--- src/rtl/inst_prefetch_if.sv ---
// Signal bundle between the instruction prefetcher, its serial memory port and the decoder.
// The prefetcher takes the master modport; the memory/decoder side takes slave.
interface inst_prefetch_if #(
  parameter int NSHIFT = 2
);
  logic              fetch_req;
  logic [15:0]       fetch_addr;
  logic              fetch_started;
  logic              rx_data_valid;
  logic [NSHIFT-1:0] rx_data;
  logic              rx_done;
  logic              inst_valid;
  logic [15:0]       inst;
  logic              inst_done;
  logic              load_imm16;
  logic              imm16_loaded;
  logic              next_imm_data;
  logic [NSHIFT-1:0] imm_data_in;
  logic              flush;
  logic [15:0]       flush_pc;

  modport master (
    output fetch_req, fetch_addr, inst_valid, inst, imm16_loaded, imm_data_in,
    input  fetch_started, rx_data_valid, rx_data, rx_done, inst_done, load_imm16,
           next_imm_data, flush, flush_pc
  );

  modport slave (
    input  fetch_req, fetch_addr, inst_valid, inst, imm16_loaded, imm_data_in,
    output fetch_started, rx_data_valid, rx_data, rx_done, inst_done, load_imm16,
           next_imm_data, flush, flush_pc
  );
endinterface

--- src/rtl/inst_prefetch.sv ---
// Two-entry instruction prefetch queue fed by a serial (NSHIFT bits/cycle) memory port.
// Define INST_PREFETCH_AHEAD_EN to fetch whenever the queue has room, not only on demand.
module inst_prefetch #(
  parameter int NSHIFT         = 2,
  parameter int PAYLOAD_CYCLES = 16 / NSHIFT
) (
  input  logic            clk,
  input  logic            reset,
  inst_prefetch_if.master bus
);
  localparam int ASM_W = NSHIFT * PAYLOAD_CYCLES;

  typedef enum logic [1:0] {IDLE, REQ, RECV} state_t;

  state_t           state_q, state_d;
  logic [15:0]      ptr_q, ptr_d;
  logic [1:0]       count_q, count_d;
  logic [15:0]      entry0_q, entry0_d;
  logic [15:0]      entry1_q, entry1_d;
  logic             imm_used_q, imm_used_d;
  logic             discard_q, discard_d;
  logic [ASM_W-1:0] asm_q, asm_d;

  logic             in_flight, room, fetch_ok;
  logic             word_done, word_write, loaded, imm_shift, pop_req;
  logic [ASM_W-1:0] asm_shifted;
  logic [15:0]      word_new;

  assign in_flight   = (state_q != IDLE);
  assign room        = ((3'(count_q) + 3'(in_flight)) < 3'd2) && !discard_q;
`ifdef INST_PREFETCH_AHEAD_EN
  assign fetch_ok    = room;
`else
  assign fetch_ok    = room && ((count_q == 2'd0) || ((count_q == 2'd1) && bus.load_imm16));
`endif

  // Last payload beat coincides with rx_done, so the completed word is the shifted value.
  assign asm_shifted = {bus.rx_data, asm_q[ASM_W-1:NSHIFT]};
  assign word_new    = asm_shifted[ASM_W-1 -: 16];
  assign word_done   = (state_q == RECV) && bus.rx_done;
  assign word_write  = word_done && !discard_q && !bus.flush;
  assign loaded      = bus.load_imm16 && (count_q == 2'd2);
  assign imm_shift   = bus.next_imm_data && loaded;
  assign pop_req     = bus.inst_done && (count_q != 2'd0);

  always_ff @(posedge clk or posedge reset) begin
    if (reset) state_q <= IDLE;
    else       state_q <= state_d;
  end

  always_comb begin
    state_d = state_q;
    unique case (state_q)
      IDLE:    if (fetch_ok && !bus.flush) state_d = REQ;
      // An accepted request still returns data, so it is received and discarded.
      REQ:     if (bus.fetch_started) state_d = RECV;
               else if (bus.flush)    state_d = IDLE;
      RECV:    if (bus.rx_done)       state_d = IDLE;
      default: state_d = IDLE;
    endcase
  end

  always_comb begin
    bus.fetch_req = (state_q == REQ);
  end

  always_comb begin
    ptr_d      = ptr_q;
    count_d    = count_q;
    entry0_d   = entry0_q;
    entry1_d   = entry1_q;
    imm_used_d = imm_used_q;
    discard_d  = discard_q;
    asm_d      = asm_q;

    if ((state_q == RECV) && bus.rx_data_valid) asm_d = asm_shifted;

    if (word_done)
      discard_d = 1'b0;
    else if (bus.flush && ((state_q == RECV) || ((state_q == REQ) && bus.fetch_started)))
      discard_d = 1'b1;

    if (bus.flush) begin
      count_d    = 2'd0;
      imm_used_d = 1'b0;
      ptr_d      = bus.flush_pc;
    end else begin
      if (imm_shift) begin
        entry1_d   = entry1_q >> NSHIFT;
        imm_used_d = 1'b1;
      end
      if (pop_req) begin
        imm_used_d = 1'b0;
        if (imm_used_q) begin
          count_d = 2'd0;
        end else begin
          count_d  = count_q - 2'd1;
          entry0_d = entry1_d;
        end
      end
      // Write lands at the post-pop position; the fetch gate keeps this below two entries.
      if (word_write) begin
        ptr_d = ptr_q + 16'd2;
        if (count_d == 2'd0) entry0_d = word_new;
        else                 entry1_d = word_new;
        count_d = count_d + 2'd1;
      end
    end
  end

  always_ff @(posedge clk or posedge reset) begin
    if (reset) begin
      ptr_q      <= 16'h0000;
      count_q    <= 2'd0;
      entry0_q   <= 16'h0000;
      entry1_q   <= 16'h0000;
      imm_used_q <= 1'b0;
      discard_q  <= 1'b0;
      asm_q      <= '0;
    end else begin
      ptr_q      <= ptr_d;
      count_q    <= count_d;
      entry0_q   <= entry0_d;
      entry1_q   <= entry1_d;
      imm_used_q <= imm_used_d;
      discard_q  <= discard_d;
      asm_q      <= asm_d;
    end
  end

  assign bus.fetch_addr   = ptr_q;
  assign bus.inst_valid   = (count_q != 2'd0);
  assign bus.inst         = entry0_q;
  assign bus.imm16_loaded = loaded;
  assign bus.imm_data_in  = entry1_q[NSHIFT-1:0];
endmodule
--- src/flat_wrapper.sv ---
// flat-port wrapper written by rule: the top's interface ports become plain ports
module inst_prefetch_flat 
#(
  parameter int NSHIFT         = 2,
  parameter int PAYLOAD_CYCLES = 16 / NSHIFT
)
  (clk, reset, bus_fetch_req, bus_fetch_addr, bus_inst_valid, bus_inst, bus_imm16_loaded, bus_imm_data_in, bus_fetch_started, bus_rx_data_valid, bus_rx_data, bus_rx_done, bus_inst_done, bus_load_imm16, bus_next_imm_data, bus_flush, bus_flush_pc);
  inst_prefetch_if #(.NSHIFT(NSHIFT)) bus_i ();
  input  logic clk;
  input  logic reset;
  output wire logic [$bits(bus_i.fetch_req)-1:0] bus_fetch_req;
  output wire logic [$bits(bus_i.fetch_addr)-1:0] bus_fetch_addr;
  output wire logic [$bits(bus_i.inst_valid)-1:0] bus_inst_valid;
  output wire logic [$bits(bus_i.inst)-1:0] bus_inst;
  output wire logic [$bits(bus_i.imm16_loaded)-1:0] bus_imm16_loaded;
  output wire logic [$bits(bus_i.imm_data_in)-1:0] bus_imm_data_in;
  input wire logic [$bits(bus_i.fetch_started)-1:0] bus_fetch_started;
  input wire logic [$bits(bus_i.rx_data_valid)-1:0] bus_rx_data_valid;
  input wire logic [$bits(bus_i.rx_data)-1:0] bus_rx_data;
  input wire logic [$bits(bus_i.rx_done)-1:0] bus_rx_done;
  input wire logic [$bits(bus_i.inst_done)-1:0] bus_inst_done;
  input wire logic [$bits(bus_i.load_imm16)-1:0] bus_load_imm16;
  input wire logic [$bits(bus_i.next_imm_data)-1:0] bus_next_imm_data;
  input wire logic [$bits(bus_i.flush)-1:0] bus_flush;
  input wire logic [$bits(bus_i.flush_pc)-1:0] bus_flush_pc;
  assign bus_fetch_req = bus_i.fetch_req;
  assign bus_fetch_addr = bus_i.fetch_addr;
  assign bus_inst_valid = bus_i.inst_valid;
  assign bus_inst = bus_i.inst;
  assign bus_imm16_loaded = bus_i.imm16_loaded;
  assign bus_imm_data_in = bus_i.imm_data_in;
  assign bus_i.fetch_started = bus_fetch_started;
  assign bus_i.rx_data_valid = bus_rx_data_valid;
  assign bus_i.rx_data = bus_rx_data;
  assign bus_i.rx_done = bus_rx_done;
  assign bus_i.inst_done = bus_inst_done;
  assign bus_i.load_imm16 = bus_load_imm16;
  assign bus_i.next_imm_data = bus_next_imm_data;
  assign bus_i.flush = bus_flush;
  assign bus_i.flush_pc = bus_flush_pc;
  inst_prefetch #(.NSHIFT(NSHIFT), .PAYLOAD_CYCLES(PAYLOAD_CYCLES)) u_core (.clk(clk), .reset(reset), .bus(bus_i));
endmodule
--- config.mk ---
export PLATFORM = sky130hd
export DESIGN_NAME = inst_prefetch_flat
export DESIGN_NICKNAME = d
export VERILOG_FILES = /design/src/rtl/inst_prefetch_if.sv /design/src/rtl/inst_prefetch.sv /design/src/flat_wrapper.sv
export SDC_FILE = /design/constraint.sdc
export NUM_CORES = 1
export LEC_CHECK = 0
export ABC_AREA = 1
export CAP_MARGIN = 25
export CORE_ASPECT_RATIO = 0.6
export CORE_MARGIN = 10
export CORE_UTILIZATION = 54
export CTS_CLUSTER_SIZE = 40
export DETAILED_ROUTE_END_ITERATION = 10
export PLACE_DENSITY = 0.77
export SLEW_MARGIN = 25
export SYNTH_ARGS = -nofsm -noshare
export SYNTH_HDL_FRONTEND = slang
export SYNTH_SLANG_ARGS = --single-unit
--- constraint.sdc ---
create_clock -name clk -period 4.1 [get_ports clk]
set_input_delay 0.82 -clock clk [delete_from_list [all_inputs] [get_ports clk]]
set_output_delay 0.82 -clock clk [all_outputs]
set_load 0.1 [all_outputs]
==> reports/summary.json <==
{
  "antenna_violations_before_repair": {"value": 0},
  "slew_headroom": {"value": 33.2, "unit": "%"},
  "wirelength": {"value": 11700, "unit": "um"},
  "critical_path.startpoint_type": {"value": "register"},
  "synth-seq-area-share": {"value": 41.6, "unit": "%"},
  "power_density_over_cell_area": {"value": 852, "unit": "nW/um2"},
  "cts_made_buffers": {"value": 9},
  "max-cap-violations": {"value": 0},
  "detail_route.vias_per_cell": {"value": 5.52},
  "die_w": {"value": 132, "unit": "um"},
  "cts_htree_levels": {"value": 3},
  "ys_warn_count": {"value": 0},
  "skew": {"value": 6.39, "unit": "ps"},
  "cts.root.buffer_cell": {"value": "sky130_fd_sc_hd__clkbuf_16"},
  "clockBufferDepth": {"value": 2},
  "drt_pre_antenna_iters": {"value": 7},
  "max_freq": {"value": 0.319, "unit": "GHz"},
  "period_minus_slack": {"value": 3130, "unit": "ps"},
  "cts-resized-gates": {"value": 0},
  "holdCritPathClass": {"value": "reg2reg"},
  "grt_max_degree": {"value": 34},
  "initial_core_util": {"value": 55.9, "unit": "%"},
  "post_cts_repair_setup_buffers": {"value": 0},
  "post_synth_instance_area": {"value": 4090, "unit": "um2"},
  "drt-initial-drc-count": {"value": 462},
  "synth_cell_types": {"value": 36},
  "final_antenna_net_count": {"value": 0},
  "crit_fanout": {"value": 4},
  "fp.dieArea": {"value": 11600, "unit": "um2"},
  "static_leakage": {"value": 2.55, "unit": "nW"},
  "syn-instance-count": {"value": 565},
  "rsz0062_at_grt": {"value": "no"},
  "numnets_final": {"value": 651},
  "die_h": {"value": 87.4, "unit": "um"},
  "drc": {"value": 0},
  "area_delta_synth_final": {"value": 23.1, "unit": "%"},
  "worst_setup_path_end_kind": {"value": "primary output"},
  "timing.critical_path.required": {"value": 3280, "unit": "ps"},
  "post-dp-hpwl": {"value": 8170, "unit": "um"},
  "setup_total_negative_slack": {"value": 0, "unit": "ps"},
  "post_route_cells_drive_above_1_share": {"value": 8.65, "unit": "%"},
  "status": {"value": "completed"},
  "route.detailed.wl_per_inst": {"value": 16.1, "unit": "um"},
  "place.gp.congestion": {"value": 0.863},
  "grt_pass1_vias": {"value": 3843},
  "crit_arrival": {"value": 2310, "unit": "ps"},
  "floorplan.core_area": {"value": 7330, "unit": "um2"},
  "numClockSinks": {"value": 68},
  "final_hold_violations": {"value": 0},
  "avgSynthCellArea": {"value": 7.24, "unit": "um2"},
  "syn-num-nets": {"value": 597},
  "worst_pin_slew": {"value": 998, "unit": "ps"},
  "globalRouteOverflowTotal": {"value": 0},
  "gr-usage-all-layers": {"value": 20.8, "unit": "%"},
  "finish.instance_area": {"value": 5040, "unit": "um2"},
  "clkTransAtPathRegs": {"value": 50, "unit": "ps"},
  "placement_rows": {"value": 24},
  "worst_ir_drop_vdd": {"value": 509, "unit": "uV"},
  "insertedDiodeCount": {"value": 0},
  "setup_viol": {"value": 0},
  "dr_total_vias": {"value": 4015},
  "synth.ff_latch_count": {"value": 68},
  "clock_latency_at_the_later_pin_of_the_worst_skew_pair": {"value": 340, "unit": "ps"},
  "place_area": {"value": 4720, "unit": "um2"},
  "setup.worst_path.class": {"value": "reg2out"},
  "final_util": {"value": 68.8, "unit": "%"},
  "io_buffer_count": {"value": 63},
  "io_pins": {"value": 64},
  "timing.final.crit_share": {"value": 76.4, "unit": "%"},
  "final-max-slew-violation-count": {"value": 0},
  "post_cts_hold_buffer_count": {"value": 0},
  "tritoncts": {"value": "yes"},
  "grt_pass1_wl": {"value": 19400, "unit": "um"}
}
-- layout make-up --
type                    count  area [um2]
clock buffers               9         225
repair buffers             72         696
well taps                 104         130
flip-flops and latches     68        1700
multi-input cells         399        1940
fillers                   630        2290
clock inverters             7        91.3
inverters                  69         259
-- where the power goes --
part | switching (mW) | internal [mW] | leakage [nW]
logic | 1.76 | 0.598 | 1.52
clock network | 0.296 | 0.529 | 0.155
registers | 0.209 | 0.901 | 0.866
-- cell families (layout without fill, tap and decap cells) --
| family | Yosys count | after routing | share of synthesized area (%) |
|---|---|---|---|
| AO/OA/AOI/OAI | 44 | 44 | 7.12 |
| XOR/XNOR | 4 | 4 | 0.856 |
| adder cells (fa/ha/maj) | 5 | 5 | 1.53 |
| buffers and inverters | 98 | 157 | 11.1 |
| flip-flops | 68 | 68 | 41.6 |
| AND/OR/NAND/NOR | 346 | 346 | 37.8 |
-- registers in the layout (all words and copies together) (netlist names) --
signal	count
u_core.asm_q	14
u_core.bus.fetch_addr	16
u_core.bus.inst	16
u_core.count_q	2
u_core.discard_q	1
u_core.entry1_q	16
u_core.imm_used_q	1
u_core.state_q	2
-- Yosys cell counts, drive strengths merged --
cell	count	area [um2]
a211oi	1	7.51
a21oi	2	10.0
a22oi	1	7.51
a311oi	1	8.76
a31oi	2	12.5
buf	22	168
clkbuf	7	27.5
clkinv	1	3.75
dfrtp	68	1700
ha	5	62.6
inv	68	255
nand2	195	752
nand3	112	588
nand4	4	25.0
nor2	32	165
nor3	1	5.00
o211ai	8	95.1
o21ai	26	130
o22ai	2	12.5
o31ai	1	7.51
or2	2	12.5
xnor2	1	8.76
xor2	3	26.3
-- critical path, stage by stage, from the launching register on --
cell and delay (ps):
sky130_fd_sc_hd__dfrtp_1 400, sky130_fd_sc_hd__inv_1 100, sky130_fd_sc_hd__ha_1 220, sky130_fd_sc_hd__inv_1 100, sky130_fd_sc_hd__clkdlybuf4s50_1 1150
-- metrics by stage --
step	total power, mW	std cells	hold WS (ps)	worst slack [ps]
final	4.29	728	503	968
after CTS	4.29	728	509	966
after global routing	4.54	728	526	818
after detailed placement	3.44	712	493	722
after floorplan	2.88	565	472	1360
after global placement	3.40	712	470	836
-- final timing paths --
path	from	endpoint	slack [ps]	cells past startpoint
min in group asynchronous	reset	u_core.bus.inst[11]	910	2
max reg2reg	u_core.count_q[0]	u_core.bus.inst[8]	1280	13
max in group asynchronous	reset	u_core.asm_q[14]	2390	3
min	u_core.bus.fetch_addr[0]	u_core.bus.fetch_addr[0]	500	2
min reg2reg	u_core.bus.fetch_addr[0]	u_core.bus.fetch_addr[0]	500	2
max	u_core.count_q[0]	bus_inst_valid	970	4
-- metal layers --
layer | GRT usage [%] | up-vias | share of wire, %
met2 | 29.2 | 201 | 42
met1 | 28.8 | 1888 | 47
met4 | 7.65 | 0 | 1.2
met5 | 0 | - | 0
met3 | 7.26 | 17 | 10
li1 | - | 1909 | -
-- cells in the final DEF (no fill, tap or decap), types with 2 or more instances in the layout --
cell / instances
sky130_fd_sc_hd__a21oi_1: 2
sky130_fd_sc_hd__a31oi_1: 2
sky130_fd_sc_hd__buf_4: 10
sky130_fd_sc_hd__bufinv_16: 2
sky130_fd_sc_hd__clkbuf_16: 9
sky130_fd_sc_hd__clkdlybuf4s50_1: 62
sky130_fd_sc_hd__clkinv_2: 3
sky130_fd_sc_hd__dfrtp_1: 68
sky130_fd_sc_hd__ha_1: 5
sky130_fd_sc_hd__inv_1: 64
sky130_fd_sc_hd__inv_2: 4
sky130_fd_sc_hd__nand2_1: 189
sky130_fd_sc_hd__nand2_2: 5
sky130_fd_sc_hd__nand3_1: 108
sky130_fd_sc_hd__nand3_2: 3
sky130_fd_sc_hd__nand4_1: 4
sky130_fd_sc_hd__nor2_1: 27
sky130_fd_sc_hd__nor2_2: 2
sky130_fd_sc_hd__nor2_8: 2
sky130_fd_sc_hd__o211ai_2: 7
sky130_fd_sc_hd__o21ai_0: 26
sky130_fd_sc_hd__o22ai_1: 2
sky130_fd_sc_hd__or2_2: 2
sky130_fd_sc_hd__xor2_1: 3
No activity file was read; power rests on OpenSTA's default activity.
